## src/rtl/linebuf_pkg.sv

```systemverilog
// Shared definitions for the line-buffer window sequencer: FSM states,
// in_user bit positions and the default coordinate width.
package linebuf_pkg;

  localparam int LB_COORD_W  = 12;
  localparam int USER_HSTART = 0;
  localparam int USER_VSTART = 1;

  typedef enum logic [1:0] {
    IDLE = 2'd0,
    FILL = 2'd1,
    RUN  = 2'd2
  } lb_state_e;

endpackage

```

## src/rtl/tag_delay_pipe.sv

```systemverilog
// Fixed-depth register pipe for window tags; reset clears every stage so no
// stale tag can leak out after a reset. DEPTH must be at least 1.
module tag_delay_pipe #(
  parameter int WIDTH = 1,
  parameter int DEPTH = 1
) (
  input  logic             i_clk,
  input  logic             i_reset,
  input  logic [WIDTH-1:0] i_d,
  output logic [WIDTH-1:0] o_q
);

  logic [WIDTH-1:0] r_pipe [DEPTH];

  always_ff @(posedge i_clk) begin
    if (i_reset) begin
      for (int i = 0; i < DEPTH; i++) r_pipe[i] <= '0;
    end else begin
      r_pipe[0] <= i_d;
      for (int i = 1; i < DEPTH; i++) r_pipe[i] <= r_pipe[i-1];
    end
  end

  assign o_q = r_pipe[DEPTH-1];

endmodule

```

## src/rtl/linebuf_window_ctrl.sv

```systemverilog
// Column/row tracker and IDLE/FILL/RUN sequencer for a KxK line-buffer window;
// per-pixel tags are delayed SR_LATENCY cycles to line up with the line buffers.
module linebuf_window_ctrl
  import linebuf_pkg::*;
#(
  parameter int KERNEL_SIZE = 3,
  parameter int SR_LATENCY  = 2,
  parameter int COORD_W     = LB_COORD_W
) (
  input  logic               i_clk,
  input  logic               i_reset,
  input  logic               i_in_valid,
  input  logic [7:0]         i_in_user,
  input  logic [COORD_W-1:0] i_cfg_width,
  input  logic [COORD_W-1:0] i_cfg_height,
  output logic               o_win_valid,
  output logic [COORD_W-1:0] o_win_col,
  output logic [COORD_W-1:0] o_win_row,
  output logic               o_busy,
  output logic               o_frame_done,
  output logic               o_err_line_len,
  output logic               o_err_frame_short
);

  localparam logic [COORD_W-1:0] KM1   = COORD_W'(KERNEL_SIZE - 1);
  localparam logic [COORD_W-1:0] HALF  = COORD_W'(KERNEL_SIZE / 2);
  localparam logic [COORD_W-1:0] C_ONE = COORD_W'(1);
  localparam logic [COORD_W:0]   C_INC = (COORD_W+1)'(1);
  localparam int                 TAG_W = 2*COORD_W + 3;

  lb_state_e          r_state;
  logic [COORD_W-1:0] r_col, r_row, r_width, r_height;
  logic               r_err_len, r_err_short;

  lb_state_e          w_state_nxt;
  logic [COORD_W-1:0] w_col_nxt, w_row_nxt, w_width_nxt, w_height_nxt;
  logic               w_err_len_nxt, w_err_short_nxt;
  logic               w_vs, w_hs, w_px, w_act, w_upd, w_to_run;
  logic [COORD_W:0]   w_col_inc;
  logic               w_win_valid, w_busy, w_frame_done;
  logic [COORD_W-1:0] w_win_col, w_win_row;
  logic [TAG_W-1:0]   w_tag_in, w_tag_out;

  // vstart dominates hstart; user bits only count on an accepted pixel
  assign w_vs      = i_in_valid & i_in_user[USER_VSTART];
  assign w_hs      = i_in_valid & i_in_user[USER_HSTART] & ~w_vs;
  assign w_px      = i_in_valid & ~w_vs & ~w_hs;
  assign w_act     = (r_state != IDLE);
  assign w_col_inc = {1'b0, r_col} + C_INC;

  always_comb begin
    w_state_nxt     = r_state;
    w_col_nxt       = r_col;
    w_row_nxt       = r_row;
    w_width_nxt     = r_width;
    w_height_nxt    = r_height;
    w_err_len_nxt   = r_err_len;
    w_err_short_nxt = r_err_short;
    w_upd           = 1'b0;
    w_to_run        = 1'b0;
    w_frame_done    = 1'b0;

    if (w_vs) begin
      w_col_nxt       = '0;
      w_row_nxt       = '0;
      w_width_nxt     = i_cfg_width;
      w_height_nxt    = i_cfg_height;
      w_err_len_nxt   = 1'b0;
      w_err_short_nxt = w_act;
      w_state_nxt     = FILL;
      w_upd           = 1'b1;
    end else if (w_act && w_hs) begin
      if (r_col != r_width - C_ONE) w_err_len_nxt = 1'b1;
      w_col_nxt = '0;
      w_row_nxt = r_row + C_ONE;
      if (r_state == FILL && w_row_nxt == KM1) begin
        w_state_nxt = RUN;
        w_to_run    = 1'b1;
      end
      w_upd = 1'b1;
    end else if (w_act && w_px) begin
      // an overlong line holds col at the last column
      if (w_col_inc >= {1'b0, r_width}) begin
        w_err_len_nxt = 1'b1;
        w_col_nxt     = r_width - C_ONE;
      end else begin
        w_col_nxt = w_col_inc[COORD_W-1:0];
      end
      w_upd = 1'b1;
    end

    w_win_valid = w_upd && !w_vs && (r_state == RUN || w_to_run) && (w_col_nxt >= KM1);

    if (w_upd && w_row_nxt == w_height_nxt - C_ONE && w_col_nxt == w_width_nxt - C_ONE) begin
      w_frame_done = 1'b1;
      w_state_nxt  = IDLE;
    end

    w_busy = (w_state_nxt != IDLE);
  end

  assign w_win_col = w_win_valid ? (w_col_nxt - HALF) : '0;
  assign w_win_row = w_win_valid ? (w_row_nxt - HALF) : '0;

  always_ff @(posedge i_clk) begin
    if (i_reset) begin
      r_state     <= IDLE;
      r_col       <= '0;
      r_row       <= '0;
      r_width     <= '0;
      r_height    <= '0;
      r_err_len   <= 1'b0;
      r_err_short <= 1'b0;
    end else begin
      r_state     <= w_state_nxt;
      r_col       <= w_col_nxt;
      r_row       <= w_row_nxt;
      r_width     <= w_width_nxt;
      r_height    <= w_height_nxt;
      r_err_len   <= w_err_len_nxt;
      r_err_short <= w_err_short_nxt;
    end
  end

  assign w_tag_in = {w_win_valid, w_win_col, w_win_row, w_busy, w_frame_done};

  tag_delay_pipe #(
    .WIDTH (TAG_W),
    .DEPTH (SR_LATENCY)
  ) u_tag_pipe (
    .i_clk   (i_clk),
    .i_reset (i_reset),
    .i_d     (w_tag_in),
    .o_q     (w_tag_out)
  );

  assign {o_win_valid, o_win_col, o_win_row, o_busy, o_frame_done} = w_tag_out;
  assign o_err_line_len    = r_err_len;
  assign o_err_frame_short = r_err_short;

endmodule

```

## config.mk

```make
export PLATFORM = sky130hd
export DESIGN_NAME = linebuf_window_ctrl
export DESIGN_NICKNAME = d
export VERILOG_FILES = /design/src/rtl/linebuf_pkg.sv /design/src/rtl/tag_delay_pipe.sv /design/src/rtl/linebuf_window_ctrl.sv
export SDC_FILE = /design/constraint.sdc
export NUM_CORES = 1
export LEC_CHECK = 0
export CAP_MARGIN = 20
export CORE_MARGIN = 8
export CORE_UTILIZATION = 58
export DETAILED_ROUTE_END_ITERATION = 10
export PLACE_DENSITY_LB_ADDON = 0.3
export SLEW_MARGIN = 20
export SYNTH_ARGS = -nofsm -noshare
export SYNTH_HDL_FRONTEND = slang
export SYNTH_HIERARCHICAL = 1
export SYNTH_SLANG_ARGS = --single-unit
```

## constraint.sdc

```tcl
create_clock -name i_clk -period 5.3 [get_ports i_clk]
set_input_delay 1.325 -clock i_clk [delete_from_list [all_inputs] [get_ports i_clk]]
set_output_delay 1.325 -clock i_clk [all_outputs]
set_load 0.05 [all_outputs]
```

==> flow_metrics.tcl <==
set metrics [dict create \
    syn_area_sq_um 6820 \
    drt_iter0_markers 494 \
    finalSetupViolCount 0 \
    yosys_warnings 6 \
    synth_top_cell_area_share_pct 31.1 \
    cp_slowest_cell "nor3_2" \
    num_vias 6106 \
    synth_cells 837 \
    drive_gt1_share_pct 9.22 \
    hold_class "reg -> reg" \
    grt_setup_unrepaired "no" \
    cts_tree "yes" \
    hold-worst-slack_ns 0.435 \
    diodes 0 \
    setup_tns_ns 0 \
    wire_per_inst_um 17.2 \
    leakage_uw 0.00304 \
    die_x_um 124 \
    fin_crit_ns 4.95 \
    fmax_ghz 0.202 \
    clk_pin_slew_worst_paths_ns 0.07 \
    critPathBufInv 0 \
    worstSetupPathType "reg -> reg" \
    dieArea_sq_um 15500 \
    h-tree-depth 3 \
    drv_cap 0 \
    cp.arrival_ns 5.17 \
    synth.distinct_cells 76 \
    grt_overflow 0 \
    crit_fanout 14 \
    start_util_pct 59.5 \
    grt_max_degree 58 \
    fp-row-count 39 \
    numPortBuffers 57 \
    total_power_uw 1960 \
    synthTopCellsByArea "dfxtp_1, xnor2_1, nor2_1" \
    grtUsageTotal_pct 22.2 \
    clockRootBuffer "clkbuf_16" \
    core_sq_um 11500 \
    grt_pass1_wl_mm 28.7 \
    grt_pass1_vias 5736 \
    synth_flop_cell "dfxtp_1" \
    die_h_um 124 \
    finalCritPeriodShare_pct 93.4 \
    outcome "finished clean" \
    cp_top_family "simple AND/OR/NAND/NOR gates" \
    max-vdd-ir-drop_mv 0.262 \
    io_pins 64 \
    crit_path_max_incr_delay_ns 0.60 \
    finalWirelength_mm 17.6 \
    avgSynthCellArea_sq_um 8.15 \
    ys_seq_elements 106 \
    cp-end-kind "flop" \
    start_kind "flop" \
    cts_resized 0 \
    routed_via_density 5.97 \
    tightest_slew_ns 0.866 \
    syn2layout_area_growth_pct 13.8 \
    synth_top_area_cell "dfxtp_1" \
    pre_cts_ws_ns 0.378 \
    holdBufCountCts 0 \
    nNetsFinal 930 \
    relSlewSlack_pct 42.2 \
    critical_path.cell_chain "and4_1, nand4_1, xnor2_1, ha_1, and4_1, and4_4, o2111a_1, nor3_2, nor4_1, nor4_4, xnor2_1, or3_4, a2111oi_4, a21oi_1, nor2b_1" \
    synth_edf_count 0 \
    setup_ws_ns 0.348 \
    clk_latency_ns 0.35 \
    place.gp.congestion 0.930 \
    cts_sinks 106 \
    synthArstFlopShare_pct 0 \
    worstPathRequired_ns 5.52 \
    grt_antenna_before_repair 0 \
    first_pass_iters 5 \
    ys_seq_area_share_pct 31.1 \
    synth_nets 893 \
    timing_max_transition_violations_final 0 \
    post-cts-setup-buffers 0 \
    skew_ns 0.00823 \
    numCtsBuffers 9 \
    powerDensity_nw_per_um2 252 \
    clk_path_buf_depth 2 \
    ant_nets 0 \
    drc_errors 0 \
    finalHoldViolCount 0 \
    dp_hpwl_mm 13.6 \
]
==> kinds of logic (layout without fill, tap and decap cells) <==
group | count (synthesis) | count (layout) | share of synthesized area (%)
multiplexers | 26 | 26 | 3.83
flip-flops | 106 | 106 | 31.1
AND/OR/NAND/NOR | 369 | 369 | 29.6
XOR/XNOR | 82 | 82 | 10.5
buffers and inverters | 98 | 140 | 7.59
adder cells (fa/ha/maj) | 21 | 21 | 3.85
AO/OA/AOI/OAI | 135 | 135 | 13.5
==> path summary, 6_finish.rpt <==
path / start / end / slack (ns) / cells past startpoint
max reg2reg: r_col[2] / u_tag_pipe/r_pipe[0][1] / 0.35 / 15
min: u_tag_pipe/r_pipe[0][24] / u_tag_pipe/r_pipe[0][51] / 0.44 / 1
min reg2reg: u_tag_pipe/r_pipe[0][24] / u_tag_pipe/r_pipe[0][51] / 0.44 / 1
max: r_col[2] / u_tag_pipe/r_pipe[0][1] / 0.35 / 15
==> Yosys cell counts, types with 21 or more instances <==
master and instances:
nand2_1 36, xnor2_1 54, ha_1 21, nand4_1 21
nand3_1 25, nor2_1 110, nor2b_1 60, xor2_1 28
dfxtp_1 106, o21ai_0 29, inv_1 28, mux2i_1 25
nor3_1 36, a21oi_1 34, buf_4 32
==> power breakdown <==
group,switching [uW],internal (uW)
sequential,14.6,812
clock,309,339
combinational,282,201
total,606,1350
==> stage by stage <==
stage | instances | cell area [sq um] | utilization (%)
finish | 1022 | 7760 | 67.7
global route | 1022 | 7760 | 67.7
CTS | 1022 | 7760 | 67.7
detailed placement | 1006 | 7470 | 65.2
global placement | 1006 | 7470 | 65.2
floorplan | 837 | 6820 | -
==> layout by cell type (no fill, tap or decap), types with 3 or more instances in the layout <==
| master | synthesis | final |
|---|---|---|
| a211oi_1 | 9 | 9 |
| a21o_1 | 4 | 4 |
| a21oi_1 | 34 | 34 |
| a22oi_1 | 3 | 3 |
| a31o_2 | 4 | 4 |
| a31oi_1 | 10 | 10 |
| and2_1 | 4 | 4 |
| and3_1 | 8 | 8 |
| and4_1 | 6 | 6 |
| and4_4 | 3 | 3 |
| buf_4 | 32 | 37 |
| clkbuf_16 | 0 | 9 |
| clkdlybuf4s50_1 | 0 | 56 |
| clkinv_4 | 0 | 3 |
| dfxtp_1 | 106 | 106 |
| ha_1 | 21 | 21 |
| inv_1 | 28 | 28 |
| mux2i_1 | 25 | 25 |
| nand2_1 | 36 | 36 |
| nand3_1 | 25 | 25 |
| nand3b_1 | 3 | 3 |
| nand4_1 | 21 | 21 |
| nor2_1 | 110 | 110 |
| nor2b_1 | 60 | 60 |
| nor3_1 | 36 | 36 |
| nor3b_1 | 6 | 6 |
| nor4_1 | 18 | 18 |
| nor4bb_1 | 3 | 3 |
| o21ai_0 | 29 | 29 |
| o22ai_1 | 5 | 5 |
| o31ai_1 | 6 | 6 |
| or2_2 | 4 | 4 |
| or3_1 | 6 | 6 |
| xnor2_1 | 54 | 54 |
| xor2_1 | 28 | 28 |
==> area by class of cell <==
| class | instances | area (sq um) |
|---|---|---|
| Multi-Input combinational cell | 633 | 4180 |
| Fill cell | 937 | 3700 |
| Sequential cell | 106 | 2120 |
| Timing Repair Buffer | 96 | 883 |
| Clock buffer | 11 | 243 |
| Tap cell | 143 | 179 |
| Inverter | 28 | 105 |
| Clock inverter | 5 | 46.3 |
==> metal layers <==
layer / track usage [%] / part of all wire, %
met1: 30.1 / 47
met2: 33.7 / 43
met3: 4.51 / 8.0
met4: 8.72 / 2.3
met5: 0 / 0
==> state kept, by name (all words and copies together), names as in the netlist <==
name               flops
o_err_frame_short      1
o_err_line_len         1
r_col                 12
r_height              12
r_row                 12
r_state                2
r_width               12
u_tag_pipe/r_pipe     54
==> worst register-to-register path, stage by stage, from the launching register on <==
cell and delay (ns):
dfxtp_1 0.57, and4_1 0.36, nand4_1 0.13, xnor2_1 0.36
ha_1 0.32, and4_1 0.22, and4_4 0.20, o2111a_1 0.43
nor3_2 0.60, nor4_1 0.18, nor4_4 0.28, xnor2_1 0.09
or3_4 0.40, a2111oi_4 0.41, a21oi_1 0.09, nor2b_1 0.14
Power figures use the tool's default switching activity.
